**src/rtl/inst_mem.sv**
```systemverilog
// Eight-entry instruction store with a registered fetch port and a byte-serial,
// valid/ready program loader that assembles big-endian words.
module inst_mem #(
  parameter int          DEPTH    = 8,
  parameter int          ADDR_W   = 3,
  parameter logic [31:0] NOP_WORD = 32'h0000_0000
) (
  input  logic              clk,
  input  logic              rst,
  input  logic [ADDR_W-1:0] address,
  output logic [31:0]       instruction,
  input  logic              load_start,
  input  logic              load_valid,
  input  logic [7:0]        load_byte,
  output logic              load_ready,
  output logic              load_done,
  output logic              loading
);

  typedef enum logic {RUN, LOAD} state_t;

  localparam int SPAN = 1 << ADDR_W;

  state_t            state_reg, state_next;
  logic [1:0]        cnt_reg, cnt_next;
  logic [ADDR_W-1:0] ptr_reg, ptr_next;
  logic [23:0]       shift_reg, shift_next;
  logic              commit;
  logic              done_next;
  logic [31:0]       commit_word;
  logic [31:0]       read_vec [SPAN];

  assign commit_word = {shift_reg, load_byte};

  // Addresses beyond DEPTH decode to NOP so the fetch mux is always full width.
  genvar gi;
  generate
    for (gi = 0; gi < SPAN; gi++) begin : g_word
      if (gi < DEPTH) begin : g_store
        logic [31:0] word_reg;
        always_ff @(posedge clk) begin
          if (rst) begin
            word_reg <= '0;
          end else if (commit && (ptr_reg == ADDR_W'(gi))) begin
            word_reg <= commit_word;
          end
        end
        assign read_vec[gi] = word_reg;
      end else begin : g_pad
        assign read_vec[gi] = NOP_WORD;
      end
    end
  endgenerate

  always_ff @(posedge clk) begin
    if (rst) begin
      state_reg   <= RUN;
      cnt_reg     <= '0;
      ptr_reg     <= '0;
      shift_reg   <= '0;
      load_done   <= 1'b0;
      instruction <= '0;
    end else begin
      state_reg   <= state_next;
      cnt_reg     <= cnt_next;
      ptr_reg     <= ptr_next;
      shift_reg   <= shift_next;
      load_done   <= done_next;
      instruction <= (state_reg == LOAD) ? NOP_WORD : read_vec[address];
    end
  end

  always_comb begin
    state_next = state_reg;
    cnt_next   = cnt_reg;
    ptr_next   = ptr_reg;
    shift_next = shift_reg;
    commit     = 1'b0;
    done_next  = 1'b0;
    case (state_reg)
      RUN: begin
        if (load_start) begin
          state_next = LOAD;
          cnt_next   = '0;
          ptr_next   = '0;
          shift_next = '0;
        end
      end
      LOAD: begin
        // A restart wins over a byte presented in the same cycle.
        if (load_start) begin
          cnt_next   = '0;
          ptr_next   = '0;
          shift_next = '0;
        end else if (load_valid) begin
          shift_next = commit_word[23:0];
          if (cnt_reg == 2'd3) begin
            commit   = 1'b1;
            cnt_next = '0;
            if (ptr_reg == ADDR_W'(DEPTH - 1)) begin
              ptr_next   = '0;
              state_next = RUN;
              done_next  = 1'b1;
            end else begin
              ptr_next = ptr_reg + ADDR_W'(1);
            end
          end else begin
            cnt_next = cnt_reg + 2'd1;
          end
        end
      end
      default: state_next = RUN;
    endcase
  end

  assign load_ready = (state_reg == LOAD);
  assign loading    = (state_reg == LOAD);

endmodule

```
**config.mk**
```make
export PLATFORM = sky130hd
export DESIGN_NAME = inst_mem
export DESIGN_NICKNAME = d
export VERILOG_FILES = /design/src/rtl/inst_mem.sv
export SDC_FILE = /design/constraint.sdc
export NUM_CORES = 1
export LEC_CHECK = 0
export ABC_AREA = 1
export BUFFER_PORTS_ARGS = -buffer_cell sky130_fd_sc_hd__buf_2
export CELL_PAD_IN_SITES_DETAIL_PLACEMENT = 2
export CELL_PAD_IN_SITES_GLOBAL_PLACEMENT = 2
export CORE_ASPECT_RATIO = 0.75
export CORE_UTILIZATION = 36
export CTS_BUF_LIST = sky130_fd_sc_hd__clkbuf_4 sky130_fd_sc_hd__clkbuf_8
export CTS_CLUSTER_DIAMETER = 200
export CTS_CLUSTER_SIZE = 20
export DETAILED_ROUTE_END_ITERATION = 8
export PLACE_DENSITY_LB_ADDON = 0.1
export SLEW_MARGIN = 20
export SYNTH_ARGS = -nofsm -noshare
export SYNTH_HDL_FRONTEND = slang
export SYNTH_SLANG_ARGS = --single-unit
```
**constraint.sdc**
```tcl
create_clock -name clk -period 2 [get_ports clk]
set_clock_uncertainty 0.2 [all_clocks]
set_input_delay 0.2 -clock clk [delete_from_list [all_inputs] [get_ports clk]]
set_output_delay 0.2 -clock clk [all_outputs]
set_load 0.05 [all_outputs]
```
==> impl_metrics.toml <==
[detailed_routing]
firstDrtPassIters = 5
wl_per_cell_um = 22.58
totalWireLength_um = 68290
drt_iter0_drc = 883
via_per_inst = 5.409
drc = 0
vias = 16357
drtAntennaViolNets = 0

[logic_synthesis]
yosys_register_bits = 319
syn_inst = 2467
synth_top_area_share_pct = 40.59
synth_edf_count = 0
syn_area_per_cell_um2 = 6.377
synth_area_leaders = "dfxtp_1 (41%), nor2_1 (14%), nand2_1 (13%)"
syn-num-nets = 2489
yosys_warnings = 0
yosysMostFrequentCell = "nor2_1"
synth_cell_types = 23
mappedNetlistArea_um2 = 15730
ys_seq_area_share_pct = 40.59
synth_flop_cell = "dfxtp_1"
ys_top_cells_by_count = "nor2_1 (603), nand2_1 (555), dfxtp_1 (319)"
yosysTopAreaCell = "dfxtp_1"
async_reset_ff_share_pct = 0

[run]
max-cap-violations = 0

[critical_path]
path_max_fanout = 11
rr_endpoint = "g_word[1].g_store.word_reg[5]"
cp.required_ns = 2.36
r2r_start = "cnt_reg[0]"
cp-end-kind = "register"
r2r_slack_ns = -0.01
reg2regPathDepth = 9
crit_type = "register to register"
startpoint_type = "register"
cp.arrival_ns = 2.38

[placement]
place_hpwl_um = 40800
gp_congestion = 0.8090
post_dp_cell_area_um2 = 16930
port_buffers = 49

[clocking]
cts_tree = "yes"
clock_sinks = 319
path_clk_slew_ns = 0.15
cts.htree.levels = 1
numCtsBuffers = 19
root_buffer = "clkbuf_8"
cts_buffer_depth = 3
clk_latency_ns = 0.64

[status]
violations = "negative setup slack"
outcome = "finished, violations left"

[floorplanning]
die_w_um = 243.4
rows = 65
dieArea_um2 = 44550
start_util_pct = 36.98
chipHeight_um = 183.0
coreArea_um2 = 42530
pin_count = 50

[worst_hold_path]
hp-start = "address[1]"
hold_class = "primary input to register"
min_to = "instruction[17]"
hold_path_depth = 6

[pwr]
power_frac_comb_pct = 12.3
power.total_mw = 10.95
switching_power_mw = 3.288
leakagePower_nw = 7.335
netSwitchingFraction_pct = 30.04
pwr-share-seq_pct = 58.6
powerDensity_nw_per_um2 = 623.4
peakVddDrop_v = 0.0003547
pwr-share-clk_pct = 29.1
internal_power_mw = 7.659

[timing]
worst_pin_slew_ns = 0.5392
rsz0062_at_grt = "yes"
max_freq_ghz = 0.4967
finalCritPeriodShare_pct = 100.7
slew_headroom_pct = 64.06
setup_viol = 1
holdWs_ns = 0.01595
period_minus_slack_ns = 2.013
fin_ws_ns = -0.01315
slew_violations = 0
hold_violations = 0

[grt]
grt_pass1_vias = 17568
grt_pass1_wl_um = 102400
grt_overflow = 0
grt_usage_pct = 29.77
antenna_found_initial = 0
grt_max_degree = 91

[final_layout]
fin_util_pct = 41.28
drive_gt1_share_pct = 7.495
largest_reg_flops = 256
area_delta_synth_final_pct = 11.62
finalNetCount = 2477
final_cell_area_um2 = 17560
diodes = 0
-- power groups by stage --
stage,registers (mW),clock network [mW],logic [mW]
after global routing,6.42,3.47,1.45
after global placement,6.55,0,1.28
final,6.42,3.18,1.35
after detailed placement,6.55,0,1.31
after CTS,6.42,3.27,1.34
after floorplan,6.69,0,0.670
-- worst max path at each step --
stage	slack, ns	start	end	cells after the start
after floorplan	0.06	load_ready	g_word[0].g_store.word_reg[10]	8
after global placement	0.08	cnt_reg[0]	g_word[0].g_store.word_reg[27]	8
after detailed placement	-0.07	cnt_reg[0]	g_word[1].g_store.word_reg[5]	8
after CTS	0.009	cnt_reg[0]	g_word[1].g_store.word_reg[5]	8
after global routing	-0.05	cnt_reg[0]	g_word[1].g_store.word_reg[5]	9
final	-0.01	cnt_reg[0]	g_word[1].g_store.word_reg[5]	9
-- stage by stage --
| step | instances | setup WS (ns) | setup TNS, ns |
|---|---|---|---|
| 2_1_floorplan | 2467 | 0.05877 | 0 |
| 3_3_place_gp | 2980 | 0.07719 | 0 |
| 3_5_place_dp | 2980 | -0.06798 | -3.186 |
| 4_1_cts | 3016 | 0.009198 | 0 |
| 5_1_grt | 3024 | -0.05214 | -0.2029 |
| 6_report | 3024 | -0.01315 | -0.01315 |
-- final cells by class --
cell class / instances / area (um^2)
clock buffer: 20 / 269.0
clock inverter: 1 / 7.507
fill: 5222 / 24980
inverter: 333 / 1262
multi-input combinational: 1629 / 7157
sequential: 319 / 6391
tap: 569 / 711.9
timing repair buffer: 153 / 1760
-- what timing repair did --
action,in CTS,in global routing
endpoints found under the setup margin,233,258
hold buffers,14,0
pin swaps,1,3
gates resized for setup,6,23
cloned,0,3
setup buffers,1,5
endpoints found under the hold margin,95,0
-- cells in the final DEF (no fill, tap or decap), types with 4 or more instances in the layout --
master and n:
clkbuf_8 19, inv_1 312, buf_4 35, nand4_1 225, a21oi_1 4, nor2_4 9, nand2_1 554, clkinv_1 16
buf_2 48, o22ai_1 24, dfxtp_1 315, dlygate4sd3_1 14, buf_6 5, o21ai_1 9, ha_1 5, nor2_1 601
dfxtp_2 4, buf_16 4, nand3_1 165, o21ai_0 24, buf_12 43
-- cells by family after synthesis --
| family | Yosys count | synth area share [%] |
|---|---|---|
| compound gates | 62 | 2.171 |
| xor+xnor | 1 | 0.05569 |
| fa+ha+maj | 7 | 0.5567 |
| buf+inv | 519 | 14.08 |
| flops | 319 | 40.59 |
| simple gates | 1559 | 42.54 |
-- layer usage --
metal	up-vias	wire length [um]	GRT usage (%)
met1	8388	32110	39.63
met5	-	0	0
met3	96	2229	2.707
met2	272	32350	51.41
li1	7601	-	-
met4	0	1603	8.126
-- critical path, stage by stage (launching register included) --
cell and delay [ns]:
dfxtp_2 0.37, ha_2 0.19, inv_1 0.07, nor2_4 0.24
nand2_8 0.15, nor2_4 0.16, buf_12 0.15, buf_12 0.16
nor2_1 0.08, nor2_1 0.17
Note: power is estimated with default switching activity, not from simulation.
